$ cat src/rtl/pixel_frame_receiver.sv
// Pixel row receiver: assembles two-pixel rows into whole frames in a small
// frame buffer and replays each complete frame as a valid/ready byte stream.
module pixel_frame_receiver #(
  parameter int DATA_W = 8,
  parameter int ROWS   = 2,
  parameter int SLOTS  = 2
) (
  input  logic              clk,
  input  logic              reset_n,
  input  logic              frame_start,
  input  logic              row_valid,
  input  logic [DATA_W-1:0] pixelDataIn1,
  input  logic [DATA_W-1:0] pixelDataIn2,
  output logic [DATA_W-1:0] out_data,
  output logic              out_valid,
  input  logic              out_ready,
  output logic              out_first,
  output logic              out_last,
  output logic [15:0]       frame_count,
  output logic [7:0]        drop_count,
  output logic              busy
);

  localparam int BYTES = 2 * ROWS;
  localparam int BW    = $clog2(BYTES);
  localparam int RW    = $clog2(ROWS + 1);
  localparam int SW    = $clog2(SLOTS);

  typedef enum logic [1:0] {C_IDLE, C_CAPTURE, C_DROP} cap_state_t;
  typedef enum logic       {O_IDLE, O_SEND} out_state_t;

  logic [SLOTS-1:0][BYTES-1:0][DATA_W-1:0] slot_data;
  logic [SLOTS-1:0]                        slot_full;
  logic [SLOTS-1:0]                        set_mask, clr_mask;
  logic [SW-1:0]                           wr_ptr, rd_ptr;

  cap_state_t    cap_state, cap_next;
  logic [RW-1:0] row_idx, row_next;
  logic [BW-1:0] wr_addr;
  logic          last_row, wr_en, commit, drop_inc;

  out_state_t    out_state, out_next;
  logic [BW-1:0] byte_idx, byte_next;
  logic          free;

  assign last_row = (row_idx == RW'(ROWS - 1));
  assign wr_addr  = BW'({row_idx, 1'b0});

  // Occupancy decisions look only at pre-edge slot_full, so a slot freed on
  // this edge is not yet visible to a frame_start sampled on the same edge.
  always_comb begin
    cap_next = cap_state;
    row_next = row_idx;
    wr_en    = 1'b0;
    commit   = 1'b0;
    drop_inc = 1'b0;
    if (frame_start) begin
      row_next = '0;
      if (slot_full[wr_ptr]) begin
        cap_next = C_DROP;
        drop_inc = 1'b1;
      end else begin
        cap_next = C_CAPTURE;
        drop_inc = (cap_state == C_CAPTURE);
      end
    end else if (row_valid && cap_state != C_IDLE) begin
      wr_en = (cap_state == C_CAPTURE);
      if (last_row) begin
        row_next = '0;
        cap_next = C_IDLE;
        commit   = (cap_state == C_CAPTURE);
      end else begin
        row_next = row_idx + RW'(1);
      end
    end
  end

  always_ff @(posedge clk or negedge reset_n) begin
    if (!reset_n) begin
      cap_state  <= C_IDLE;
      row_idx    <= '0;
      wr_ptr     <= '0;
      drop_count <= '0;
    end else begin
      cap_state <= cap_next;
      row_idx   <= row_next;
      if (commit) wr_ptr <= wr_ptr + SW'(1);
      if (drop_inc && drop_count != 8'hFF) drop_count <= drop_count + 8'd1;
    end
  end

  always_comb begin
    out_next  = out_state;
    byte_next = byte_idx;
    free      = 1'b0;
    case (out_state)
      O_IDLE: if (slot_full[rd_ptr]) begin
        out_next  = O_SEND;
        byte_next = '0;
      end
      O_SEND: if (out_ready) begin
        if (byte_idx == BW'(BYTES - 1)) begin
          free      = 1'b1;
          out_next  = O_IDLE;
          byte_next = '0;
        end else begin
          byte_next = byte_idx + BW'(1);
        end
      end
      default: out_next = O_IDLE;
    endcase
  end

  always_ff @(posedge clk or negedge reset_n) begin
    if (!reset_n) begin
      out_state   <= O_IDLE;
      byte_idx    <= '0;
      rd_ptr      <= '0;
      frame_count <= '0;
    end else begin
      out_state <= out_next;
      byte_idx  <= byte_next;
      if (free) begin
        rd_ptr      <= rd_ptr + SW'(1);
        frame_count <= frame_count + 16'd1;
      end
    end
  end

  // Capture always targets a non-full slot and output reads a full one, so
  // set and clear never hit the same slot in one cycle.
  assign set_mask = commit ? (SLOTS'(1) << wr_ptr) : '0;
  assign clr_mask = free   ? (SLOTS'(1) << rd_ptr) : '0;

  always_ff @(posedge clk or negedge reset_n) begin
    if (!reset_n) slot_full <= '0;
    else          slot_full <= (slot_full | set_mask) & ~clr_mask;
  end

  always_ff @(posedge clk) begin
    if (wr_en) begin
      slot_data[wr_ptr][wr_addr]         <= pixelDataIn1;
      slot_data[wr_ptr][wr_addr + BW'(1)] <= pixelDataIn2;
    end
  end

  assign out_valid = (out_state == O_SEND);
  assign out_data  = out_valid ? slot_data[rd_ptr][byte_idx] : '0;
  assign out_first = out_valid && (byte_idx == '0);
  assign out_last  = out_valid && (byte_idx == BW'(BYTES - 1));
  assign busy      = (cap_state != C_IDLE);

endmodule

$ cat config.mk
export PLATFORM = sky130hd
export DESIGN_NAME = pixel_frame_receiver
export DESIGN_NICKNAME = d
export VERILOG_FILES = /design/src/rtl/pixel_frame_receiver.sv
export SDC_FILE = /design/constraint.sdc
export NUM_CORES = 1
export LEC_CHECK = 0
export ABC_AREA = 1
export CAP_MARGIN = 10
export CORE_ASPECT_RATIO = 0.5
export CORE_MARGIN = 3
export CORE_UTILIZATION = 47
export DETAILED_ROUTE_END_ITERATION = 10
export PLACE_DENSITY = 0.69
export SKIP_CTS_REPAIR_TIMING = 1
export SYNTH_ARGS = -nofsm -noshare
export SYNTH_HDL_FRONTEND = slang
export SYNTH_SLANG_ARGS = --single-unit
$ cat constraint.sdc
create_clock -name clk -period 4.8 [get_ports clk]
set_input_delay 0.96 -clock clk [delete_from_list [all_inputs] [get_ports clk]]
set_output_delay 0.96 -clock clk [all_outputs]
set_load 0.005 [all_outputs]
* Word level (Yosys, flattened, before mapping)
Index checks and enable logic that the tools add are counted.
W data, S select, Z words.
** Word-level totals
- Bits in registers :: 99
- Output and inout port bits :: 36
- Input port bits :: 21
** Cells by class
- Add/subtract/negate cells :: 7
- Eq/ne operators :: 6
- Shift operators :: 2
- Reduce and logical (&&, ||, !) cells :: 13
- Bitwise logic cells :: 4
- Order comparisons :: 8
- Multiplexer cells :: 46
** Operator list (count)
- $bwmux W64 :: 2
- $mux W32 :: 3
- $demux W32 S1 :: 2
- $mux W8 :: 4
- $mux W2 :: 12
- $mux W24 :: 1
- $mux W1 :: 17
- $add A16 B1 Y16 const B :: 1
- $bmux W8 S2 :: 1
- $demux W8 S2 :: 1
- $lt A2 B3 Y1 const B :: 3
- $add A8 B1 Y8 const B :: 1
- $demux W8 S1 :: 1
- $ne A8 B8 Y1 const B :: 1
- $logic_and A1 B1 Y1 :: 7
- $add A2 B1 Y2 const B :: 3
- $reduce_bool A2 Y1 :: 3
- $eq A2 B1 Y1 const B :: 2
- $ge A2 B1 Y1 const B :: 2
- $lt A1 B2 Y1 const B :: 2
- $ne A2 B2 Y1 const B :: 2
- $pmux W2 S2 :: 1
- $reduce_and A2 Y1 :: 2
- $shl A1 B1 Y2 const A :: 2
- 9 further kinds :: 10

* Logic depth before layout (Yosys ltp)
- Depth after elaboration :: 8
- Gate-level depth with buffers :: 8
- Gate-level depth less buffers :: 8

* Worst setup path after synthesis
OpenSTA, ideal clock, no wires.
- Kind :: in2reg
- Start point :: in frame_start
- End point :: reg slot_data[16] (netlist bit), enable pin
- Stages on the path :: 3
- Path buffers :: 0
- Arrival :: 1.945 ns
- Path slack :: 2.465 ns
- Cells stage by stage :: inv_1 -> nand4_1 -> nor2_1
** On the way
- Longest elaborated chain between the ends :: 1
** Ends and longest elaborated chain
- from (decl) :: RTL line 10 : input logic frame_start,
- $mux W1 :: RTL line 57 : if (frame_start) begin
- to (signal, indexed assignment) :: RTL line 142 : slot_data[wr_ptr][wr_addr] <= pixelDataIn1;
- to (signal, indexed assignment) :: RTL line 143 : slot_data[wr_ptr][wr_addr + BW'(1)] <= pixelDataIn2;
- to (decl) :: RTL line 32 : logic [SLOTS-1:0][BYTES-1:0][DATA_W-1:0] slot_data;
No other way between the ends.
A chain may end at the register's enable or synchronous reset.

* Worst setup path in the final report
- Start point :: reg byte_idx[0]
- End point :: out out_data[6]
** On the way
- Longest elaborated chain between the ends :: 3
** Ends and longest elaborated chain
- from (decl) :: RTL line 43 : logic [BW-1:0] byte_idx, byte_next;
- from (signal assigned) :: RTL line 122 : byte_idx <= byte_next;
- $bmux W8 S2 :: RTL line 148 : assign out_data = out_valid ? slot_data[rd_ptr][byte_idx] : '0;
- $mux W8 (not written as such) :: RTL line 148
- $mux W8 :: RTL line 148
- to (decl) :: RTL line 14 : output logic [DATA_W-1:0] out_data,
No other way between the ends. The select of a mux whose other input is x is not followed.

==> metrics.yaml <==
outcome:
  status: "finished, final reports clean"
yosys:
  yosysUniqueCellTypes: 33
  ys_top_cells_by_area: "edfxtp_1 (43%), dfrtp_1 (19%), nand2_1 (9.3%)"
  synth_nets: 496
  seq_area_frac_synth: 0.619
  synthCells: 471
  synth_seq_cells: 99
  ys.warnings.count: 0
  synth_area_leader_cell: "edfxtp_1"
  syn_avg_cell_area_um2: 9.60
  synth_top_area_frac: 0.425
  syn_area_um2: 4520
die:
  core_area_um2: 9010
  die_area_um2: 10900
  die_h_um: 75.3
  start_util: 0.502
  num_io_pins: 57
  die_w_um: 145
  rows: 24
worst_setup_path:
  startpoint: "byte_idx[0]"
  arrival_ps: 2530
  worst-r2r-cell-count: 3
  timing.rr.start: "wr_ptr"
  start_kind: "flip-flop"
  cp-end-kind: "output pin"
  crit_type: "reg2out"
  cp_max_fo: 20
  cp.required_ps: 3840
cells_and_area:
  fillCellCount: 773
  fin_area_um2: 5490
  final_nets: 554
  multi_input_area_um2: 1520
  layout_common_cells: "nand2_1 (112), nor2_1 (103), edfxtp_1 (64)"
  instances_no_fill: 651
  final_common_cell: "nand2_1"
  area_delta_synth_final_pct: 21.5
  seqCellArea_um2: 2800
  drive_gt1_frac: 0.0599
  n_antenna_cell: 0
timing:
  period_minus_slack_ps: 3490
  final-setup-viol-count: 0
  rsz0062_at_grt: "false"
  clock_skew_ps: 4.89
  fmax_ghz: 0.287
  finalMaxSlewViolations: 0
  final.setup.tns_ps: 0
  worst_slew_pin_slew_ps: 848
  min_period_over_period: 0.726
  relSlewSlack: 0.432
  finalHoldViolCount: 0
detailed_routing:
  wl_per_cell_um: 14.6
  wl_mm: 9.51
  postRouteAntennaNets: 0
  viasPerCell: 5.04
  drcViolationCount: 0
  first_pass_iters: 4
  vias: 3279
  drtIter0Drc: 258
min_path:
  worstHoldPathCells: 2
  hp-class: "reg2reg"
  min_from: "frame_count[15]"
clocking:
  insertion_delay_ps: 340
  cts_buffers: 9
  cts_tree: "yes"
  clk_path_buf_depth: 2
  clkTransAtPathRegs_ps: 60
  htree_levels: 3
  clockRootBuffer: "clkbuf_16"
  cts_sinks: 99
run:
  cap_violations: 0
grt:
  first_global_vias: 3207
  grt_pass1_wl_mm: 15.7
  grt-ovfl-total: 0
  grt_use_total: 0.191
  grt_max_degree: 36
  antenna_found_initial: 0
power_and_ir_drop:
  p_per_area_nw_per_um2: 510
  ir_worst_vdd_mv: 0.262
  power_leakage_nw: 2.28
place:
  dp_hpwl_mm: 6.35
  place.gp.congestion: 0.788
  dpl_cell_area_um2: 5190
  dp_cells: 635
  port_buffers: 56
## critical path, cell delays in order, from the launching register on
cell and delay (ps):
dfrtp_1 800, inv_2 330, nor2_1 180, o21ai_0 100
nand3_1 110, nand2_1 50, nor2_1 110, clkdlybuf4s50_1 510
## power by group
| part | leakage, nW | internal (W) | switching [W] |
|---|---|---|---|
| Combinational | 1.11 | 0.000418 | 0.000509 |
| Sequential | 1.04 | 0.00102 | 0.000151 |
| Clock | 0.135 | 0.000403 | 0.000296 |
## flip-flops by register name (all words and copies together) (netlist names), 2 cells and up
name / count
frame_count: 16
byte_idx: 2
drop_count: 8
cap_state: 2
slot_data: 64
slot_full: 2
row_idx: 2
## Yosys cell counts, drive strengths merged
master and count:
dfrtp 35, o21ai 39, nand3 17, nor2 106, nand4 5, xnor2 7, o21a 1, clkbuf 4
edfxtp 64, nand3b 5, o22ai 1, a21oi 13, nor3 2, o211ai 1, a31oi 1, buf 11
xor2 8, inv 32, nand2 113, clkinv 1, ha 4, or2 1
## through the flow
stage | power [W] | util | worst slack (ps) | hold slack [ps]
2_1_floorplan | 0.00173 | - | 2460 | 476
3_3_place_gp | 0.00211 | 0.577 | 1690 | 476
3_5_place_dp | 0.00212 | 0.577 | 1680 | 482
4_1_cts | 0.00283 | 0.609 | 1290 | 500
5_1_grt | 0.00301 | 0.609 | 1090 | 527
6_report | 0.00280 | 0.609 | 1310 | 492
## metal layers
metal	global-route usage	wire (µm)	vias to the layer above
met5	0	0	-
met4	0.0569	80	0
met3	0.0639	816	10
met2	0.299	4390	103
met1	0.258	4230	1509
li1	-	-	1657
## final timing paths
check | end | slack, ps
worst max-delay path | out_data[6] | 1310
worst min-delay path | frame_count[15] | 490
worst max register to register | slot_data[61] | 2680
worst min register to register | frame_count[15] | 490
max in group asynchronous | frame_count[11] | 3430
min in group asynchronous | frame_count[6] | 1040
## cell type report
| cell class | instances | share of cell area |
|---|---|---|
| Sequential cell | 99 | 0.510 |
| Multi-Input combinational cell | 324 | 0.277 |
| Timing Repair Buffer | 62 | 0.110 |
| Clock buffer | 10 | 0.0417 |
| Tap cell | 117 | 0.0267 |
| Inverter | 33 | 0.0226 |
| Clock inverter | 6 | 0.0121 |
## cells by family (layout without fill, tap and decap cells)
family          after synthesis  count (layout)  share of synthesized area
compound gates               56              56                     0.0637
xor+xnor                     15              15                     0.0307
flops                        99              99                      0.619
simple gates                249             249                      0.231
fa+ha+maj                     4               4                     0.0111
buf+inv                      48             111                     0.0446
(Power assumes the default switching activity.)
